===== src/rtl/ctrl_pkg.sv =====
// Shared types and constants for the instruction fetch/execute sequencer.
// Encodings are visible on state_o, so the state values are fixed and must not be reordered.
package ctrl_pkg;

   localparam int IR_W    = 16;
   localparam int DADDR_W = 8;
   localparam int RADDR_W = 4;
   localparam int ALU_W   = 3;

   typedef enum logic [3:0] {
      OP_NOOP  = 4'd0,
      OP_LOAD  = 4'd1,
      OP_STORE = 4'd2,
      OP_ADD   = 4'd3,
      OP_SUB   = 4'd4,
      OP_HALT  = 4'd5
   } opcode_t;

   typedef enum logic [3:0] {
      ST_INIT     = 4'd0,
      ST_PREFETCH = 4'd1,
      ST_FETCH    = 4'd2,
      ST_DECODE   = 4'd3,
      ST_NOOP     = 4'd4,
      ST_LOAD_A   = 4'd5,
      ST_LOAD_B   = 4'd6,
      ST_STORE    = 4'd7,
      ST_ADD      = 4'd8,
      ST_SUB      = 4'd9,
      ST_HALT     = 4'd10
   } state_t;

   localparam logic [ALU_W-1:0] ALU_PASS = 3'b000;
   localparam logic [ALU_W-1:0] ALU_ADD  = 3'b001;
   localparam logic [ALU_W-1:0] ALU_SUB  = 3'b010;

   localparam logic [1:0] RF_SEL_ALU = 2'b00;
   localparam logic [1:0] RF_SEL_MEM = 2'b01;

   // Opcodes outside the defined set execute as NOOP.
   function automatic state_t exec_state(input logic [3:0] op);
      state_t st;
      case (op)
         OP_LOAD:  st = ST_LOAD_A;
         OP_STORE: st = ST_STORE;
         OP_ADD:   st = ST_ADD;
         OP_SUB:   st = ST_SUB;
         OP_HALT:  st = ST_HALT;
         default:  st = ST_NOOP;
      endcase
      return st;
   endfunction

endpackage


===== src/rtl/fetch_exec_controller.sv =====
// Moore sequencer driving the PC/IMEM/IR fetch unit and the data-memory, register-file and ALU
// controls for each instruction.
//
// state        | meaning
// -------------+------------------------------------------------------------
// INIT     (0) | after reset; clear PC
// PREFETCH (1) | one idle cycle so IMEM q reflects address 0
// FETCH    (2) | load IR from IMEM and increment PC on the same edge
// DECODE   (3) | branch on ir_in opcode
// NOOP     (4) | no operation (also opcodes 6-15)
// LOAD_A   (5) | present data-memory address, select memory q on RF mux
// LOAD_B   (6) | hold address/mux, write RF
// STORE    (7) | read Ra, write data memory
// ADD      (8) | Ra + Rb -> W
// SUB      (9) | Ra - Rb -> W
// HALT    (10) | stopped; only reset leaves
module fetch_exec_controller
   import ctrl_pkg::*;
#(
   parameter int IR_W    = ctrl_pkg::IR_W,
   parameter int DADDR_W = ctrl_pkg::DADDR_W,
   parameter int RADDR_W = ctrl_pkg::RADDR_W,
   parameter int ALU_W   = ctrl_pkg::ALU_W
) (
   input  logic               clk,
   input  logic               reset_n,
   input  logic [IR_W-1:0]    ir_in,
   output logic               pc_clr,
   output logic               pc_up,
   output logic               ir_ld,
   output logic [DADDR_W-1:0] d_addr,
   output logic               d_wr,
   output logic [1:0]         rf_sel,
   output logic [RADDR_W-1:0] rf_w_addr,
   output logic               rf_w_en,
   output logic [RADDR_W-1:0] rf_ra_addr,
   output logic [RADDR_W-1:0] rf_rb_addr,
   output logic [ALU_W-1:0]   alu_sel,
   output logic               halted,
   output logic [3:0]         state_o
);

   state_t r_state;
   state_t w_next;

   logic [3:0]         w_opcode;
   logic [DADDR_W-1:0] w_ld_addr;
   logic [DADDR_W-1:0] w_st_addr;
   logic [RADDR_W-1:0] w_ra;
   logic [RADDR_W-1:0] w_rb;
   logic [RADDR_W-1:0] w_wa;

   assign w_opcode  = ir_in[15:12];
   assign w_ld_addr = ir_in[11:4];
   assign w_st_addr = ir_in[7:0];
   assign w_ra      = ir_in[11:8];
   assign w_rb      = ir_in[7:4];
   assign w_wa      = ir_in[3:0];

   always_ff @(posedge clk) begin
      if (!reset_n) begin
         r_state <= ST_INIT;
      end else begin
         r_state <= w_next;
      end
   end

   // Unused encodings fall through to INIT.
   always_comb begin
      w_next = ST_INIT;
      case (r_state)
         ST_INIT:     w_next = ST_PREFETCH;
         ST_PREFETCH: w_next = ST_FETCH;
         ST_FETCH:    w_next = ST_DECODE;
         ST_DECODE:   w_next = exec_state(w_opcode);
         ST_NOOP:     w_next = ST_FETCH;
         ST_LOAD_A:   w_next = ST_LOAD_B;
         ST_LOAD_B:   w_next = ST_FETCH;
         ST_STORE:    w_next = ST_FETCH;
         ST_ADD:      w_next = ST_FETCH;
         ST_SUB:      w_next = ST_FETCH;
         ST_HALT:     w_next = ST_HALT;
         default:     w_next = ST_INIT;
      endcase
   end

   always_comb begin
      pc_clr     = 1'b0;
      pc_up      = 1'b0;
      ir_ld      = 1'b0;
      d_addr     = '0;
      d_wr       = 1'b0;
      rf_sel     = RF_SEL_ALU;
      rf_w_addr  = '0;
      rf_w_en    = 1'b0;
      rf_ra_addr = '0;
      rf_rb_addr = '0;
      alu_sel    = ALU_PASS;
      halted     = 1'b0;
      case (r_state)
         ST_INIT: begin
            pc_clr = 1'b1;
         end
         ST_FETCH: begin
            ir_ld = 1'b1;
            pc_up = 1'b1;
         end
         ST_LOAD_A: begin
            d_addr = w_ld_addr;
            rf_sel = RF_SEL_MEM;
         end
         ST_LOAD_B: begin
            d_addr    = w_ld_addr;
            rf_sel    = RF_SEL_MEM;
            rf_w_en   = 1'b1;
            rf_w_addr = w_wa;
         end
         ST_STORE: begin
            d_addr     = w_st_addr;
            rf_ra_addr = w_ra;
            d_wr       = 1'b1;
         end
         ST_ADD: begin
            rf_ra_addr = w_ra;
            rf_rb_addr = w_rb;
            alu_sel    = ALU_ADD;
            rf_sel     = RF_SEL_ALU;
            rf_w_en    = 1'b1;
            rf_w_addr  = w_wa;
         end
         ST_SUB: begin
            rf_ra_addr = w_ra;
            rf_rb_addr = w_rb;
            alu_sel    = ALU_SUB;
            rf_sel     = RF_SEL_ALU;
            rf_w_en    = 1'b1;
            rf_w_addr  = w_wa;
         end
         ST_HALT: begin
            halted = 1'b1;
         end
         default: begin
         end
      endcase
   end

   assign state_o = r_state;

endmodule

===== config.mk =====
export PLATFORM = sky130hd
export DESIGN_NAME = fetch_exec_controller
export DESIGN_NICKNAME = d
export VERILOG_FILES = /design/src/rtl/ctrl_pkg.sv /design/src/rtl/fetch_exec_controller.sv
export SDC_FILE = /design/constraint.sdc
export NUM_CORES = 1
export LEC_CHECK = 0
export BUFFER_PORTS_ARGS = -buffer_cell sky130_fd_sc_hd__buf_2
export CORE_UTILIZATION = 38
export DETAILED_ROUTE_END_ITERATION = 8
export HOLD_SLACK_MARGIN = 0.02
export PLACE_DENSITY = 0.8
export SETUP_SLACK_MARGIN = 0.5
export SYNTH_ARGS = -nofsm -noshare
export SYNTH_HDL_FRONTEND = slang
export SYNTH_SLANG_ARGS = --single-unit

===== constraint.sdc =====
create_clock -name clk -period 3.4 [get_ports clk]
set_input_delay 0.17 -clock clk [delete_from_list [all_inputs] [get_ports clk]]
set_output_delay 0.17 -clock clk [all_outputs]
set_load 0.005 [all_outputs]

==> impl_results.md, run 1 <==
* Most area-consuming cells after synthesis: dfxtp_1, a22o_1, nor2b_1, buf_4, nor2_1
* Diodes inserted at 0
* Area grow syn2layout at 47.36%
* Wire length of the first global-routing pass at 1787 um
* Final worst slack at 1.612 ns
* GRT Util Overall at 0.1710
* Yosys warnings at 0
* Sequential fraction of the synthesis area at 0.1471
* Status: complete, no violations
* Longest Clk Path Bufs at 2
* Req. time, crit path at 3.23 ns
* Max-cap violations at 0
* PwrDens at 218.8 nW/um^2
* Total grt overflow at 0
* Worst skew pair latency at 0.24 ns
* Simple-Gate Fraction of Synth Area at 0.4230
* Hold Crit Depth at 2
* Skew final at 0.008039 ns
* Max reg flops at 4
* Crit-path max FO at 11
* Clock slew at reported path FFs at 0.04 ns
* Fin Setup TNS at 0 ns
* Reg2reg start: state_o[1]$_SDFF_PN0_
* Nets@finish at 142
* IO buf count at 50
* Largest net degree at the start of global routing at 12
* Compound-gate portion of the synthesized area at 0.3149
* Drt pass-1 iters at 4
* Worst Setup Path Type: reg -> out
* Hold_sp: reset_n
* Worst vdd ir at 0.0002014 V
* Cts repair resizes at 0
* R2r endpoint: state_o[0]$_SDFF_PN0_
* Wire per inst at 10.91 um
* Syn Std Cell Area at 544.3 um^2
* Synth top area share at 0.1471
* Hold Crit Endpoint: state_o[2]$_SDFF_PN0_
* Starting Density at 0.4131
* Final Hold Viols at 0
* Main synth FF type: dfxtp_1
* Async S/R FF share, synth at 0
* Final period utilization at 0.5260
* Fmax at 559.2 MHz
* Synth area leader: dfxtp_1
* RePlAce Congestion at 0.8040
* Leading cell types by count after synthesis: nor2_1, nor2b_1, a22o_1
* Finished Cell Area at 802.0 um^2
* Die area at 1588 um^2
* CTS root buf: clkbuf_4
* Vias post-DR at 700
* Post-Synth XOR/XNOR Area at 0
* Mux share of post-synthesis cell area at 0.01839
* Placed cell area at 779.5 um^2
* Post-route antenna net violation count at 0
* Vias in the first global route at 475
* CP endpoint kind: primary output
* Non-filler cells, final at 137
* Layout cell share with drive strength beyond 1 at 0.4672
* CTS tree: built
* Via density at 5.109
* Crit start category: flip-flop
* Final wirelength at 1494 um
* Finish-stage setup viols at 0
* Mapped Cells at 73
* LEAKAGE at 0.4345 nW
* Number of synthesized register bits at 4
* Core ar. at 1318 um^2
* Distinct cells, synth at 25
* Horiz. Die Dim at 39.85 um
* Die height at 39.85 um
* Detailed placement HPWL at 1229 um
* IO Count at 53
* WP data arrival at 1.62 ns
* Max H-tree Level at 1
* Hold crit path type: in -> reg
* Number of cells on the worst reg-to-reg path at 4
* Fin crit period at 1.788 ns
* DRT iter0 DRCs at 14
* Setup repair bufs after CTS at 0
* Adder-cell share of the synthesized area at 0
* R2R setup slack at 1.97 ns
* Post-placement cell count at 134
* Max Slew Vio Count at 0
* RSZ-0062 raised after global routing: false
* Post-CTS Hold Buffers at 0
* Pre-CTS WS at 1.859 ns
* Clock sink count at 4
* Antenna violations before repair at 0
* Largest family of logic cells by synthesized area: simple AND/OR/NAND/NOR gates
* EDFF count, synth at 0
* Critical path startpoint: state_o[1]$_SDFF_PN0_
* Cell Rows at 13
* Clock buffer count from CTS at 3
* Syn Area/Cell at 7.456 um^2
* # DRC at 0
[cell families (layout without fill, tap and decap cells)]
| family | count (synthesis) | in the layout |
|---|---|---|
| AND/OR/NAND/NOR | 39 | 39 |
| buffers and inverters | 8 | 56 |
| multiplexers | 1 | 1 |
| AO/OA/AOI/OAI | 20 | 20 |
| flip-flops | 4 | 4 |
| other | 1 | 2 |
[layout by cell type (no fill, tap or decap), types with 2 or more instances in the layout]
cell / synthesis / routed
nor2b_1: 9 / 9
nand2_1: 4 / 4
a22o_1: 8 / 8
dfxtp_1: 4 / 4
o21ai_0: 2 / 2
a21oi_1: 3 / 3
and2_1: 5 / 5
nor3_1: 3 / 3
buf_2: 0 / 50
inv_1: 3 / 3
nand2b_1: 5 / 5
conb_1: 1 / 2
nor2_1: 9 / 9
clkbuf_4: 0 / 3
[where the power goes]
| group | switching [mW] | internal, mW | total [mW] |
|---|---|---|---|
| sequential | 0.00920 | 0.0505 | 0.0597 |
| clock | 0.0202 | 0.0395 | 0.0597 |
| combinational | 0.0283 | 0.0277 | 0.0560 |
[worst max-delay path by stage]
stage | to | slack [ns]
final | rf_ra_addr[3] | 1.61
after global routing | rf_ra_addr[0] | 1.43
after CTS | rf_ra_addr[3] | 1.61
after detailed placement | rf_ra_addr[3] | 1.86
after global placement | rf_ra_addr[3] | 1.91
after floorplan | pc_up | 2.09
[per-stage QoR]
step	utilization	power (mW)	hold WS (ns)
global route	0.6087	0.1879	0.1836
finish	0.6087	0.1755	0.1825
CTS	0.6087	0.1774	0.1784
global placement	0.5916	0.1150	0.4402
floorplan	-	0.09377	0.3096
detailed placement	0.5916	0.1159	0.4302
[worst max-delay path, cell delays in order (launching register included)]
cell     delay [ns]
dfxtp_1        0.54
nand2_1        0.11
nor2_2         0.33
nor2_1         0.16
nor2b_1        0.13
buf_2          0.12
[final cells by class]
class                   count  area (um^2)
clock buffers               3        22.52
well taps                  15        18.77
multi-input cells          62        419.2
inverters                   3        11.26
fillers                   125        515.5
repair buffers             50        250.2
flip-flops and latches      4        80.08
[layer usage]
| layer | wire (um) | GRT usage | vias to the layer above |
|---|---|---|---|
| met1 | 590 | 0.1711 | 309 |
| li1 | - | - | 353 |
| met4 | 0 | 0.07759 | 0 |
| met5 | 0 | 0 | - |
| met2 | 790 | 0.3402 | 38 |
| met3 | 113 | 0.01705 | 0 |
Power figures use the tool's default switching activity.
==> run 2: changes to the inputs <==
CORE_UTILIZATION = 32   (was 38)
PLACE_DENSITY = 0.71   (was 0.8)
clock period = 1.6 ns   (was 3.4 ns; I/O delays follow)
==> run 2 against run 1 <==
  * Sequential power up 110%
  * Die area up 18%
  * Clock power up 100%
  * Global-route usage up 2.9 points
  * Critical endpoint is now d_addr[0]
  * Utilization up 9.9 points
  * Power rose to 2.5 times the previous value
  * Count of clock-buffer cells in the layout unchanged
==> impl_results.md, run 2 (synthesis results as in run 1) <==
* Total grt overflow at 0 (unchanged)
* Status: complete, no violations
* Detailed placement HPWL at 1257 um (+2.3%)
* Clock slew at reported path FFs at 0.04 ns (about the same)
* Slowest CP cell: dfxtp_4
* CTS tree: built
* Vias in the first global route at 725 (+53%)
* Met2 Wirelength at 1093 um (+38%)
* Skew final at 0.0007896 ns (-0.007249 ns)
* R2R setup slack at 0.30 ns (-1.67 ns)
* Clock sink count at 4 (unchanged)
* Min Hold Slack at 0.09593 ns (-0.08654 ns)
* Final period utilization at 0.8813
* Fin Setup TNS at 0 ns (unchanged)
* RSZ-0062 raised after global routing: true
* Final Hold Viols at 0 (unchanged)
* LEAKAGE at 0.5527 nW (+27%)
* Largest net degree at the start of global routing at 8 (-4)
* # DRC at 0 (unchanged)
* Wire per inst at 12.48 um (+14%)
* Worst Setup Path Type: reg -> out
* Antenna violations before repair at 0 (unchanged)
* Max reg flops at 4 (unchanged)
* IO buf count at 50 (unchanged)
* Req. time, crit path at 1.52 ns (-1.71 ns)
* Filler Cells Inserted at 135 (+8.0%)
* Max-cap violations at 0 (unchanged)
* Hold crit path type: in -> reg
* Nets@finish at 161 (+13%)
* Max Slew Vio Count at 0 (unchanged)
* Fmax at 709.2 MHz
* Drt pass-1 iters at 4 (unchanged)
* GRT Util Overall at 0.2002 (+0.02921)
* Total power at 441.9 uW (+150%)
* Clock power frac at 0.275 (-0.065)
* P_int at 290.0 uW (+150%)
* Clock buffer count from CTS at 3 (unchanged)
* DRT iter0 DRCs at 5 (-9)
* Number of cells on the worst reg-to-reg path at 4 (unchanged)
* Vias post-DR at 799 (+14%)
* Hold Crit Depth at 2 (unchanged)
* Worst vdd ir at 0.0005299 V (+160%)
* Max H-tree Level at 1 (unchanged)
* CP endpoint kind: primary output
* RePlAce Congestion at 0.6819 (-15%)
* R2r endpoint: state_o[0]$_SDFF_PN0_
* Horiz. Die Dim at 43.24 um (+8.5%)
* Met3 Routed Length at 134 um (+19%)
* Core ar. at 1541 um^2 (+17%)
* Most frequent cells in the layout: buf_2, buf_4, nor2b_1, a22o_1, buf_6
* Via density at 5.089 (-0.40%)
* Post-CTS Hold Buffers at 0 (unchanged)
* Comb pwr share at 0.442 (+0.123)
* Layout cell share with drive strength beyond 1 at 0.6596 (+0.1924)
* Die area at 1870 um^2 (+18%)
* WP data arrival at 1.33 ns (-0.29 ns)
* Crit-path max FO at 5 (-6)
* Starting Density at 0.3531 (-0.06002)
* Crit-path cells: nand2b_4, buf_4, a21oi_4, a22o_1, buf_2
* CP max stage delay at 0.35 ns (-0.19 ns)
* CTS root buf: clkbuf_4
* Final wirelength at 1959 um (+31%)
* Post-layout util at 0.7078 (+0.09906)
* Reg2reg start: state_o[2]$_SDFF_PN0_
* Top Metal Used: met3
* Longest Clk Path Bufs at 2 (unchanged)
* Diodes inserted at 0 (unchanged)
* Hold Crit Endpoint: state_o[2]$_SDFF_PN0_
* Hold_sp: reset_n
* P_sw at 151.8 uW (+160%)
* Crit start category: flip-flop
* Area grow syn2layout at 100.5%
* Wire length of the first global-routing pass at 2904 um (+63%)
* Fin crit period at 1.410 ns
* Post-route antenna net violation count at 0 (unchanged)
* Sequential Power Share at 0.284 (-0.056)
* IO Count at 53 (unchanged)
* Sw frac at 0.3436 (+0.01481)
* Worst skew pair latency at 0.23 ns (about the same)
* Finish-stage setup viols at 0 (unchanged)
* Cell Rows at 14 (+1)
* PwrDens at 405.0 nW/um^2 (+85%)
* Commonest non-fill, non-tap cell in the layout: buf_2
* Die height at 43.24 um (+8.5%)
* M1 WL at 731 um (+24%)
run 2: metal layers:
layer | track usage | up-vias
li1 | - | 395
met1 | 0.2108 | 366
met2 | 0.4090 | 38
met3 | 0.02553 | 0
met4 | 0.03636 | 0
met5 | 0 | -
run 2: what timing repair did:
item	4_1_cts	5_1_grt
endpoints found under the setup margin	32	32
gates resized for setup	27	4
gates cloned	1	0
pin swaps	13	10
setup buffers	14	4
run 2: layout make-up:
class	count	area (um^2)	area share
Clock buffer	3	22.52	0.02064
Inverter	3	11.26	0.01032
Timing Repair Buffer	68	422.9	0.3876
Tap cell	16	20.02	0.01835
Sequential cell	4	95.09	0.08716
Multi-Input combinational cell	63	519.2	0.4759
run 2: critical path: cells and delay by family (launching register included):
kind                   cells  cell delay [ns]
DFF                        1             0.35
buffers and inverters      2             0.26
and+or+nand+nor            1             0.18
AOI/OAI and AO/OA          2             0.32
run 2: how the worst max path moves through the flow:
stage	depth (start not counted)	slack, ns	from	to
floorplan	5	0.41	state_o[1]$_SDFF_PN0_	state_o[0]$_SDFF_PN0_
global placement	5	0.28	state_o[2]$_SDFF_PN0_	rf_w_addr[2]
detailed placement	5	0.23	state_o[2]$_SDFF_PN0_	rf_w_addr[0]
CTS	5	0.21	state_o[3]$_SDFF_PN0_	d_addr[1]
global route	5	0.16	state_o[3]$_SDFF_PN0_	d_addr[5]
finish	5	0.19	state_o[3]$_SDFF_PN0_	d_addr[0]
run 2: power groups by stage:
| stage | Clock, mW | Combinational, mW | Sequential, mW |
|---|---|---|---|
| 2_1_floorplan | 0 | 0.0946 | 0.116 |
| 3_3_place_gp | 0 | 0.123 | 0.130 |
| 3_5_place_dp | 0 | 0.124 | 0.131 |
| 4_1_cts | 0.124 | 0.183 | 0.124 |
| 5_1_grt | 0.129 | 0.209 | 0.127 |
| 6_report | 0.121 | 0.195 | 0.125 |
run 2: stage by stage:
| stage | cell area [um^2] | setup WS [ns] | instances |
|---|---|---|---|
| 2_1_floorplan | 574.3 | 0.4124 | 74 |
| 3_3_place_gp | 799.5 | 0.2790 | 135 |
| 3_5_place_dp | 799.5 | 0.2329 | 135 |
| 4_1_cts | 1045 | 0.2065 | 153 |
| 5_1_grt | 1091 | 0.1559 | 157 |
| 6_report | 1091 | 0.1899 | 157 |
==> run 3: changes to the inputs <==
BUFFER_PORTS_ARGS = not set   (was -buffer_cell sky130_fd_sc_hd__buf_2)
CORE_AREA = 2 2 39 41   (was not set)
CORE_UTILIZATION = not set   (was 32)
DIE_AREA = 0 0 41 43   (was not set)
DONT_BUFFER_PORTS = 1   (was not set)
PLACE_DENSITY = 0.53   (was 0.71)
==> run 3 against run 2 <==
  * Utilization down 14 points
  * Final cell count is 38% lower
  * Design area is 27% lower
  * Flip-flop and latch count stayed put
  * Largest cell class unchanged
==> impl_results.md, run 3 (synthesis results as in run 1) <==
* Status: complete, no violations
* Max Slew Vio Count at 0 (unchanged)
* LEAKAGE at 0.2561 nW (-54%)
* Antenna violations before repair at 0 (unchanged)
* Skew final at 0.005166 ns (+0.004376 ns)
* Max reg flops at 4 (unchanged)
* CTS tree: built
* Area of the multi-input gates at 579.3 um^2 (+12%)
* Final wirelength at 1600 um (-18%)
* Cell Rows at 14 (unchanged)
* GRT Util Overall at 0.1717 (-0.02849)
* IO buf count at 0 (-100%)
* PwrDens at 492.5 nW/um^2 (+22%)
* Crit start category: flip-flop
* Clock power frac at 0.309 (+0.034)
* CP endpoint kind: flip-flop
* Max H-tree Level at 1 (unchanged)
* Starting Density at 0.3933 (+0.04022)
* Layout cell share with drive strength beyond 1 at 0.5432 (-0.1164)
* DRT iter0 DRCs at 3 (-2)
* Filler Cells Inserted at 139 (+3.0%)
* CP max stage delay at 0.37 ns (+0.02 ns)
* Sw frac at 0.3502 (+0.006591)
* Via density at 5.990 (+18%)
* P_int at 253.4 uW (-13%)
* Worst skew pair latency at 0.23 ns (about the same)
* Wire length of the first global-routing pass at 2125 um (-27%)
* Post-placement cell count at 85 (-37%)
* RePlAce Congestion at 0.6695 (-1.8%)
* Clock sink count at 4 (unchanged)
* WP data arrival at 1.47 ns (+0.14 ns)
* Clock buffer count from CTS at 3 (unchanged)
* Slowest CP cell: dfxtp_4
* Fin Setup TNS at 0 ns (unchanged)
* Vias post-DR at 581 (-27%)
* Vias in the first global route at 511 (-30%)
* Nets@finish at 101 (-37%)
* Longest Clk Path Bufs at 2 (unchanged)
* P_sw at 136.6 uW (-10%)
* CTS root buf: clkbuf_4
* Total power at 390.0 uW (-12%)
* Most frequent cells in the layout: a22o_1, nor2b_2, nor2_4, and2_1, dfxtp_4
* Clock slew at reported path FFs at 0.04 ns (about the same)
* RSZ-0062 raised after global routing: true
* Total grt overflow at 0 (unchanged)
* Fmax at 757.8 MHz (+6.9%)
* Largest net degree at the start of global routing at 12 (+4)
* Die area at 1763 um^2 (-5.7%)
* # DRC at 0 (unchanged)
* Crit-path cells: nand4bb_4, a2111oi_4, o211ai_1, a21oi_1
* Worst vdd ir at 0.0004882 V (-7.9%)
* Max-cap violations at 0 (unchanged)
* Final worst slack at 0.2804 ns (+0.09044 ns)
* Die height at 43 um (-0.56%)
* WP buf/inv at 0 (-2)
* Drt pass-1 iters at 2 (-2)
* Crit-path max FO at 7 (+2)
* IO Count at 53 (unchanged)
* Delay-heaviest family, CP: compound AO/OA/AOI/OAI gates
* Final Hold Viols at 0 (unchanged)
* Horiz. Die Dim at 41 um (-5.2%)
* Final period utilization at 0.8248 (-0.05653)
* Core ar. at 1384 um^2 (-10%)
* Area grow syn2layout at 45.52%
* Wire per inst at 16.49 um (+32%)
* Worst Setup Path Type: reg -> reg
* Non-filler cells, final at 97 (-38%)
* Fin crit period at 1.320 ns (-0.09044 ns)
* Comb pwr share at 0.350 (-0.092)
* Req. time, crit path at 1.75 ns (+0.23 ns)
* Diodes inserted at 0 (unchanged)
* Post-route antenna net violation count at 0 (unchanged)
* FF/Latch Area at 95.09 um^2 (unchanged)
* Pre-CTS WS at 0.2333 ns (+0.0003650 ns)
* Finish-stage setup viols at 0 (unchanged)
* Sequential Power Share at 0.340 (+0.056)
* Detailed placement HPWL at 1071 um (-15%)
* Hold crit path type: in -> reg
==> run 3: power by group through the flow <==
stage	sequential [mW]	clock, mW	combinational (mW)
2_1_floorplan	0.116	0	0.0946
3_3_place_gp	0.133	0	0.0723
3_5_place_dp	0.132	0	0.0729
4_1_cts	0.132	0.129	0.0977
5_1_grt	0.134	0.133	0.149
6_report	0.133	0.121	0.137
==> run 3: what timing repair did <==
| item | in CTS | in global routing |
|---|---|---|
| endpoints found under the hold margin | 1 | 0 |
| hold buffers | 1 | 0 |
| gates resized for setup | 24 | 23 |
| buffers inserted | 3 | 3 |
| pin swaps | 7 | 7 |
| gates cloned | 2 | 0 |
| setup endpoints to repair | 32 | 33 |
==> run 3: metal layers <==
metal	wire, um	part of all wire	global-route usage	vias up
met3	154	0.096	0.07853	0
li1	-	-	-	277
met4	0	0	0.02000	0
met5	0	0	0	-
met1	590	0.37	0.1768	268
met2	855	0.53	0.3063	36
==> run 3: path summary, 6_finish.rpt <==
path                         start               endpoint  slack (ns)  cells past startpoint
max          state_o[3]$_SDFF_PN0_  state_o[0]$_SDFF_PN0_        0.28                      4
min                      ir_in[15]  state_o[3]$_SDFF_PN0_        0.04                      3
max reg2reg  state_o[3]$_SDFF_PN0_  state_o[0]$_SDFF_PN0_        0.28                      4
min reg2reg  state_o[3]$_SDFF_PN0_  state_o[2]$_SDFF_PN0_        0.61                      2
==> run 3: layout make-up <==
class | instances | area share
clock buffers | 3 | 0.02844
inverters | 3 | 0.01738
multi-input cells | 64 | 0.7314
flip-flops and latches | 4 | 0.1201
well taps | 16 | 0.02528
repair buffers | 7 | 0.07741
==> run 3: worst register-to-register path: stages, from the launching register on <==
cell and delay, ns:
dfxtp_4 0.37, nand4bb_4 0.24, a2111oi_4 0.31, o211ai_1 0.14
a21oi_1 0.18
==> run 3: per-stage QoR <==
stage | util | hold WS [ns] | instance area (um^2)
floorplan | - | 0.2196 | 574.3
global placement | 0.3969 | 0.2250 | 549.3
detailed placement | 0.3969 | 0.2237 | 549.3
CTS | 0.4982 | 0.03836 | 689.4
global route | 0.5723 | 0.06565 | 792.0
finish | 0.5723 | 0.04370 | 792.0
